**src/rtl/fd_pipe_buffer_if.sv**
```systemverilog
// Fetch->decode handshake bundle: fetch-side inputs, decode-side pre-split fields.
// The slave modport is the buffer; the master modport is the fetch/decode environment.
interface fd_pipe_buffer_if #(
  parameter int INST_W = 32,
  parameter int PC_W   = 12,
  parameter int CNT_W  = 4
);
  logic [INST_W-1:0] instIn;
  logic [PC_W-1:0]   seqNextPcIn;
  logic              inValid;
  logic              inReady;
  logic              outReady;
  logic              outValid;
  logic              flush;
  logic [4:0]        opcode;
  logic [4:0]        rd;
  logic [4:0]        rs;
  logic [4:0]        rt;
  logic [4:0]        shamt;
  logic [4:0]        aluOp;
  logic [16:0]       imm;
  logic [26:0]       t;
  logic [PC_W-1:0]   seqNextPcOut;
  logic [CNT_W-1:0]  count;

  modport slave (
    input  instIn, seqNextPcIn, inValid, outReady, flush,
    output inReady, outValid, opcode, rd, rs, rt, shamt, aluOp, imm, t,
           seqNextPcOut, count
  );

  modport master (
    output instIn, seqNextPcIn, inValid, outReady, flush,
    input  inReady, outValid, opcode, rd, rs, rt, shamt, aluOp, imm, t,
           seqNextPcOut, count
  );
endinterface

```
**src/rtl/fd_pipe_buffer.sv**
```systemverilog
// DEPTH-entry fetch->decode FIFO with flush and NOP bubble on empty.
// Optional macro FD_BYPASS_EN: zero-latency pass-through when the FIFO is empty.
module fd_pipe_buffer #(
  parameter int INST_W = 32,
  parameter int PC_W   = 12,
  parameter int DEPTH  = 2,
  parameter int CNT_W  = 4
) (
  input  logic            clock,
  input  logic            resetN,
  fd_pipe_buffer_if.slave bus
);
  localparam int PTR_W = (DEPTH > 1) ? $clog2(DEPTH) : 1;
  localparam int ENT_W = INST_W + PC_W;

  logic [ENT_W-1:0]  mem_q [DEPTH];
  logic [PTR_W-1:0]  wr_ptr_q, wr_ptr_d, rd_ptr_q, rd_ptr_d;
  logic [CNT_W-1:0]  count_q, count_d;
  logic              empty_s, full_s, bypass_s, push_s, pop_s;
  logic [INST_W-1:0] head_inst_s;
  logic [PC_W-1:0]   head_pc_s;

  function automatic logic [PTR_W-1:0] ptr_inc(input logic [PTR_W-1:0] p);
    if (p == PTR_W'(DEPTH - 1)) begin
      return PTR_W'(0);
    end else begin
      return p + PTR_W'(1);
    end
  endfunction

  // Handshake decode and next-state for pointers and occupancy
  always_comb begin
    empty_s  = (count_q == CNT_W'(0));
    full_s   = (count_q == CNT_W'(DEPTH));
`ifdef FD_BYPASS_EN
    bypass_s = empty_s & bus.inValid & ~bus.flush;
`else
    bypass_s = 1'b0;
`endif
    // A bypassed entry taken in the same cycle is never written
    push_s   = bus.inValid & ~full_s & ~(bypass_s & bus.outReady);
    pop_s    = ~empty_s & bus.outReady;
    wr_ptr_d = wr_ptr_q;
    rd_ptr_d = rd_ptr_q;
    count_d  = count_q;
    if (bus.flush) begin
      wr_ptr_d = PTR_W'(0);
      rd_ptr_d = PTR_W'(0);
      count_d  = CNT_W'(0);
    end else begin
      if (push_s) begin
        wr_ptr_d = ptr_inc(wr_ptr_q);
      end else begin
        wr_ptr_d = wr_ptr_q;
      end
      if (pop_s) begin
        rd_ptr_d = ptr_inc(rd_ptr_q);
      end else begin
        rd_ptr_d = rd_ptr_q;
      end
      case ({push_s, pop_s})
        2'b10:   count_d = count_q + CNT_W'(1);
        2'b01:   count_d = count_q - CNT_W'(1);
        default: count_d = count_q;
      endcase
    end
  end

  // Pointer and occupancy registers
  always_ff @(posedge clock or negedge resetN) begin
    if (!resetN) begin
      wr_ptr_q <= PTR_W'(0);
      rd_ptr_q <= PTR_W'(0);
      count_q  <= CNT_W'(0);
    end else begin
      wr_ptr_q <= wr_ptr_d;
      rd_ptr_q <= rd_ptr_d;
      count_q  <= count_d;
    end
  end

  // Storage needs no reset: outputs are masked whenever the FIFO is empty
  always_ff @(posedge clock) begin
    if (push_s && !bus.flush) begin
      mem_q[wr_ptr_q] <= {bus.seqNextPcIn, bus.instIn};
    end
  end

  // Head selection, NOP masking and ISA field split
  always_comb begin
    head_inst_s = INST_W'(0);
    head_pc_s   = PC_W'(0);
    if (bypass_s) begin
      head_inst_s = bus.instIn;
      head_pc_s   = bus.seqNextPcIn;
    end else if (!empty_s) begin
      head_inst_s = mem_q[rd_ptr_q][INST_W-1:0];
      head_pc_s   = mem_q[rd_ptr_q][ENT_W-1:INST_W];
    end else begin
      head_inst_s = INST_W'(0);
      head_pc_s   = PC_W'(0);
    end
    bus.outValid     = ~empty_s | bypass_s;
    bus.inReady      = ~full_s;
    bus.count        = count_q;
    bus.opcode       = head_inst_s[31:27];
    bus.rd           = head_inst_s[26:22];
    bus.rs           = head_inst_s[21:17];
    bus.rt           = head_inst_s[16:12];
    bus.shamt        = head_inst_s[11:7];
    bus.aluOp        = head_inst_s[6:2];
    bus.imm          = head_inst_s[16:0];
    bus.t            = head_inst_s[26:0];
    bus.seqNextPcOut = head_pc_s;
  end
endmodule
```
**src/flat_wrapper.sv**
```systemverilog
// flat-port wrapper written by rule: the top's interface ports become plain ports
module fd_pipe_buffer_flat 
#(
  parameter int INST_W = 32,
  parameter int PC_W   = 12,
  parameter int DEPTH  = 2,
  parameter int CNT_W  = 4
)
  (clock, resetN, bus_instIn, bus_seqNextPcIn, bus_inValid, bus_outReady, bus_flush, bus_inReady, bus_outValid, bus_opcode, bus_rd, bus_rs, bus_rt, bus_shamt, bus_aluOp, bus_imm, bus_t, bus_seqNextPcOut, bus_count);
  fd_pipe_buffer_if #(.INST_W(INST_W), .PC_W(PC_W), .CNT_W(CNT_W)) bus_i ();
  input  logic clock;
  input  logic resetN;
  input wire logic [$bits(bus_i.instIn)-1:0] bus_instIn;
  input wire logic [$bits(bus_i.seqNextPcIn)-1:0] bus_seqNextPcIn;
  input wire logic [$bits(bus_i.inValid)-1:0] bus_inValid;
  input wire logic [$bits(bus_i.outReady)-1:0] bus_outReady;
  input wire logic [$bits(bus_i.flush)-1:0] bus_flush;
  output wire logic [$bits(bus_i.inReady)-1:0] bus_inReady;
  output wire logic [$bits(bus_i.outValid)-1:0] bus_outValid;
  output wire logic [$bits(bus_i.opcode)-1:0] bus_opcode;
  output wire logic [$bits(bus_i.rd)-1:0] bus_rd;
  output wire logic [$bits(bus_i.rs)-1:0] bus_rs;
  output wire logic [$bits(bus_i.rt)-1:0] bus_rt;
  output wire logic [$bits(bus_i.shamt)-1:0] bus_shamt;
  output wire logic [$bits(bus_i.aluOp)-1:0] bus_aluOp;
  output wire logic [$bits(bus_i.imm)-1:0] bus_imm;
  output wire logic [$bits(bus_i.t)-1:0] bus_t;
  output wire logic [$bits(bus_i.seqNextPcOut)-1:0] bus_seqNextPcOut;
  output wire logic [$bits(bus_i.count)-1:0] bus_count;
  assign bus_i.instIn = bus_instIn;
  assign bus_i.seqNextPcIn = bus_seqNextPcIn;
  assign bus_i.inValid = bus_inValid;
  assign bus_i.outReady = bus_outReady;
  assign bus_i.flush = bus_flush;
  assign bus_inReady = bus_i.inReady;
  assign bus_outValid = bus_i.outValid;
  assign bus_opcode = bus_i.opcode;
  assign bus_rd = bus_i.rd;
  assign bus_rs = bus_i.rs;
  assign bus_rt = bus_i.rt;
  assign bus_shamt = bus_i.shamt;
  assign bus_aluOp = bus_i.aluOp;
  assign bus_imm = bus_i.imm;
  assign bus_t = bus_i.t;
  assign bus_seqNextPcOut = bus_i.seqNextPcOut;
  assign bus_count = bus_i.count;
  fd_pipe_buffer #(.INST_W(INST_W), .PC_W(PC_W), .DEPTH(DEPTH), .CNT_W(CNT_W)) u_core (.clock(clock), .resetN(resetN), .bus(bus_i));
endmodule
```
**config.mk**
```make
export PLATFORM = sky130hd
export DESIGN_NAME = fd_pipe_buffer_flat
export DESIGN_NICKNAME = d
export VERILOG_FILES = /design/src/rtl/fd_pipe_buffer_if.sv /design/src/rtl/fd_pipe_buffer.sv /design/src/flat_wrapper.sv
export SDC_FILE = /design/constraint.sdc
export NUM_CORES = 1
export LEC_CHECK = 0
export ABC_AREA = 0
export BUFFER_PORTS_ARGS = -buffer_cell sky130_fd_sc_hd__clkbuf_2
export CORE_ASPECT_RATIO = 0.75
export CORE_UTILIZATION = 40
export DETAILED_ROUTE_END_ITERATION = 6
export GPL_TIMING_DRIVEN = 1
export PLACE_DENSITY = 0.63
export SLEW_MARGIN = 30
export SYNTH_ARGS = -nofsm -noshare
export SYNTH_HDL_FRONTEND = slang
export SYNTH_SLANG_ARGS = --single-unit
```
**constraint.sdc**
```tcl
create_clock -name clock -period 13.1 [get_ports clock]
set_input_delay 1.31 -clock clock [delete_from_list [all_inputs] [get_ports clock]]
set_output_delay 1.31 -clock clock [all_outputs]
set_load 0.03 [all_outputs]
```
# Word level (Yosys, flattened, before mapping)
# Memory sizes are Yosys's and may differ from the RTL's.
# Cells that the tools add are included.
# totals
register_bits	6
latch_bits	0
mem_bits_rw	88
rom_bits	0
in_bits	49
output_inout_bits	92
word_cells	33
n_memories	1
# memory_table
memory	depth	width	read_ports	rd_ports_with_merged_regs	wr	line_no	text
u_core.mem_q	2	44	1	0	1	fd_pipe_buffer.sv:16	logic [ENT_W-1:0] mem_q [DEPTH];
# op_classes
add_sub_neg	4
multipliers	0
div	0
order_cmp	0
eq_ne	3
shift	0
mux	12
bitwise_logic	4
reduce_logical	6
# ops
cell	n
$mux W32	1
$mux W12	1
$mux W1	8
$pmux W4 S2	1
$add A4 B1 Y4 const B	1
$eq A4 B2 Y1 const B	1
$logic_not A4 Y1	1
$mux W4	1
$reduce_bool A2 Y1	2
$sub A4 B1 Y4 const B	1
$reduce_bool A3 Y1	1
$add A1 B1 Y1 const B	2
$and A1 B1 Y1	2
$eq A2 B1 Y1 const B	1
$eq A2 B2 Y1 const B	1
$not A1 Y1	2
$logic_and A1 B1 Y1	1
$logic_not A1 Y1	1

# Depth between registers and ports, before layout
# depth
word_depth	6
depth_mapped	10

# Worst setup path after synthesis
# OpenSTA, ideal clock, no wires.
# synth_path
kind	input to register
start	in bus_flush
end	mem u_core.mem_q[1][0] (netlist bit) (enable)
t_arrival_ps	4765
t_required_ps	12591
slack_ps	7826
path_stages	2
path_cell_list	buf_1 > nor3b_1
# synth_via
elab_chain_len	4
# synth_lines
element	line_no	text
start, declared	flat_wrapper.sv:17	input wire logic [$bits(bus_i.flush)-1:0] bus_flush;
$logic_not A1 Y1	fd_pipe_buffer.sv:84	if (push_s && !bus.flush) begin
$logic_and A1 B1 Y1	fd_pipe_buffer.sv:84	
$mux W1	fd_pipe_buffer.sv:84	
$mux W1 (implied by the code)	fd_pipe_buffer.sv:85	mem_q[wr_ptr_q] <= {bus.seqNextPcIn, bus.instIn};
end, declared	fd_pipe_buffer.sv:16	
# Every way passes these cells.

# Worst setup path in the final report
# layout_path
start	reg u_core.rd_ptr_q
end	out bus_opcode[3]
# layout_via
elab_chain_len	2
# layout_lines
element	line_no	text
start, declared	fd_pipe_buffer.sv:17	logic [PTR_W-1:0] wr_ptr_q, wr_ptr_d, rd_ptr_q, rd_ptr_d;
start signal, assigned	fd_pipe_buffer.sv:77	rd_ptr_q <= rd_ptr_d;
$mem_v2 Z2 W44	--	
$mux W32	fd_pipe_buffer.sv:96	end else if (!empty_s) begin
end, declared	flat_wrapper.sv:20	output wire logic [$bits(bus_i.opcode)-1:0] bus_opcode;
# Every way passes these cells.

==> metrics.md <==
| Metric | Value |
|---|---|
| Outcome | finished, final reports clean |
| Syn Std Cell Area | 4020 sq um |
| Yosys cell types | 30 |
| Relative slew slack | 0.628 |
| CTS Buffer Depth | 2 |
| Total track usage | 0.142 |
| Reg2Reg Launch Point | u_core.bus.count[1]$_DFFE_PN0P_ |
| Fraction of final layout cells sized beyond drive strength 1 | 0.436 |
| RSZ-0062 raised after global routing | false |
| Synth Area in Compound Gates | 0.0146 |
| Syn_nets | 323 |
| Hold path startpoint | u_core.wr_ptr_q$_DFFE_PN0P_ |
| CP Capture Type | output pin |
| Final period util | 0.265 |
| Ys flop type | edfxtp_1 |
| Seq/Total Area, Yosys | 0.694 |
| Initial drt markers | 145 |
| R2r worst-path depth | 10 |
| Metal3 WL | 562 um |
| Initial core utilization | 0.415 |
| Core area | 9700 sq um |
| Synth Instances | 272 |
| Num CTS Buffers | 9 |
| Slack of the worst reg-to-reg path | 10.25 ns |
| Syn Area/Cell | 14.8 sq um |
| Layout fillers | 843 |
| Post-detailed-route count of antenna-violating nets | 0 |
| Yosys top cell by area | edfxtp_1 |
| Setup Buffers After CTS | 0 |
| H-tree Lvls | 3 |
| Number of synthesized flops with an enable pin | 88 |
| Final Worst Setup Slack | 9.62 ns |
| Root Buffer | clkbuf_16 |
| Worst-skew pair later-pin latency | 0.34 ns |
| Slew Viols, Final | 0 |
| CTS tree | done |
| Routed WL | 7.21 mm |
| Clock slew at reported path FFs | 0.06 ns |
| Synth Register Bits | 94 |
| Largest net degree at the start of global routing | 46 |
| Leak | 2.00 nW |
| Post-synthesis mux area share | 0.117 |
| Clock skew | 0.00566 ns |
| Ys async rst share | 0.0638 |
| Setup_tns | 0 ns |
| Met2 WL | 3.22 mm |
| First-pass GRT wire length | 10.8 mm |
| Via Count | 2,352 |
| Residual DRC count | 0 |
| CP Data Required Time | 11.79 ns |
| Top layer in use | met4 |
| Synth-to-layout area growth | 21.0% |
| Met1 WL | 3.35 mm |
| CP Class | flip-flop to output pin |
| Worst slew pin tran | 0.558 ns |
| Yosys top cell area share | 0.657 |
| Worst path arrival time | 2.17 ns |
| Fin. Hold Viols | 0 |
| Ranking of synthesized cells by area | edfxtp_1, mux2i_1, buf_4 |
| Port bufs | 140 |
| DP Worst Slack | 9.94 ns |
| Ports | 141 |
| Chip width | 118 um |
| Die Area | 10,500 sq um |
| Max frequency | 288 MHz |
| GPL Wtd Cong | 0.778 |
| Crit start category | flip-flop |
| Max-cap violation count | 0 |
| Power Density | 272 nW/um^2 |
| Hold_ws | 0.575 ns |
| FF-to-FF End | u_core.bus.count[3]$_DFFE_PN0P_ |
| Vias in the first global route | 2,108 |
| Diode count | 0 |
| Simple-Gate Fraction of Synth Area | 0.0662 |
| Xor and xnor area share after synthesis | 0.0109 |
| DP HPWL | 4.75 mm |
| Post-synthesis adder-cell area fraction | 0.00622 |
| PostCTS Resize Cnt | 0 |
| Vias/cell | 4.58 |
| CP Max Fanout | 27 |
| Multi-input gate area | 876 sq um |
| Hold_buf cts | 0 |
| Min Clock Period, post-route | 3.48 ns |
| Grt total ovfl | 0 |
| Min-Delay Endpoint | u_core.wr_ptr_q$_DFFE_PN0P_ |
| Final total power | 1.32 mW |
| Worst vdd ir | 0.000155 V |
| Largest family of logic cells by synthesized area | multiplexers |
| First-pass DRT Iterations | 4 |
| Num Clock Sinks | 94 |
| Die Ht | 88.9 um |
| Initial antenna violation count | 0 |
| Row count | 31 |
| Nets | 427 |
| WHS Path Cells | 2 |
| DR WL/cell | 14.1 um |
| YS warnings | 0 |
| HP Class | flip-flop to flip-flop |
| Total area of sequential cells | 2790 sq um |
| Setup-failing EPs final | 0 |
| Final core utilization | 0.502 |
-- cell usage after synthesis (2+ instances only) --
library cell	number
edfxtp_1	88
nor2_1	50
mux2i_1	46
buf_4	42
clkbuf_1	7
dfrtp_1	6
buf_1	3
nand2_1	3
xnor2_1	3
a31oi_1	2
ha_1	2
xor2_1	2
-- power breakdown --
part           leakage [nW]  switching, mW  internal (mW)
Combinational         0.975          0.516          0.176
Sequential            0.885         0.0239          0.361
Clock                 0.141          0.100          0.145
-- placed cells by master (no fill, tap or decap), types with 2 or more instances in the layout --
cell type / netlist / routed
clkbuf_2: 0 / 140
edfxtp_1: 88 / 88
nor2_1: 50 / 50
mux2i_1: 46 / 46
clkbuf_16: 0 / 9
buf_4: 42 / 6
dfrtp_1: 6 / 5
nand2_1: 3 / 3
xnor2_1: 3 / 3
clkinv_2: 0 / 3
a31oi_1: 2 / 2
xor2_1: 2 / 2
ha_1: 2 / 2
clkinv_1: 0 / 2
-- metal layers --
layer	track usage	vias to the layer above
met5	0	-
met4	0.0559	0
met3	0.0561	10
met2	0.217	108
met1	0.183	1094
li1	-	1140
-- cells by family (layout without fill, tap and decap cells) --
logic type / Yosys count / count (layout)
and+or+nand+nor: 61 / 61
xor gates and xnor gates: 5 / 5
buffers and inverters: 55 / 164
adders and majority gates: 2 / 2
muxes: 47 / 47
AOI/OAI and AO/OA: 8 / 8
DFF: 94 / 94
-- critical path, stage by stage, from the launching register on --
cell	delay (ns)
dfrtp_2	0.72
buf_4	0.54
mux2i_1	0.28
nor2_1	0.08
clkbuf_2	0.21
-- layout make-up --
class,instances,share of cell area
Clock buffer,10,0.0470
Clock inverter,6,0.0108
Inverter,2,0.00154
Multi-Input combinational cell,123,0.180
Sequential cell,94,0.574
Tap cell,132,0.0339
Timing Repair Buffer,146,0.153
-- stage by stage --
stage / std cells / cell area (sq um)
6_report: 513 / 4870
4_1_cts: 513 / 4870
3_5_place_dp: 497 / 4590
3_3_place_gp: 497 / 4590
5_1_grt: 513 / 4870
2_1_floorplan: 272 / 4020
-- flip-flops by register name, indices dropped and copies added (netlist names) --
| name | count |
|---|---|
| u_core.bus.count | 4 |
| u_core.rd_ptr_q | 1 |
| u_core.wr_ptr_q | 1 |
| u_core.mem_q | 88 |
-- how the worst max path moves through the flow --
stage / endpoint / slack, ns / startpoint / cells after the start
final: bus_opcode[3] / 9.62 / u_core.rd_ptr_q$_DFFE_PN0P_ / 4
after floorplan: u_core.mem_q[1][0]$_DFFE_PP_ / 7.83 / bus_flush / 2
after CTS: bus_opcode[3] / 9.58 / u_core.rd_ptr_q$_DFFE_PN0P_ / 4
after global routing: bus_imm[7] / 9.43 / u_core.rd_ptr_q$_DFFE_PN0P_ / 4
after global placement: bus_seqNextPcOut[2] / 9.97 / u_core.rd_ptr_q$_DFFE_PN0P_ / 4
after detailed placement: bus_opcode[3] / 9.94 / u_core.rd_ptr_q$_DFFE_PN0P_ / 4
No activity file was read; power rests on OpenSTA's default activity.
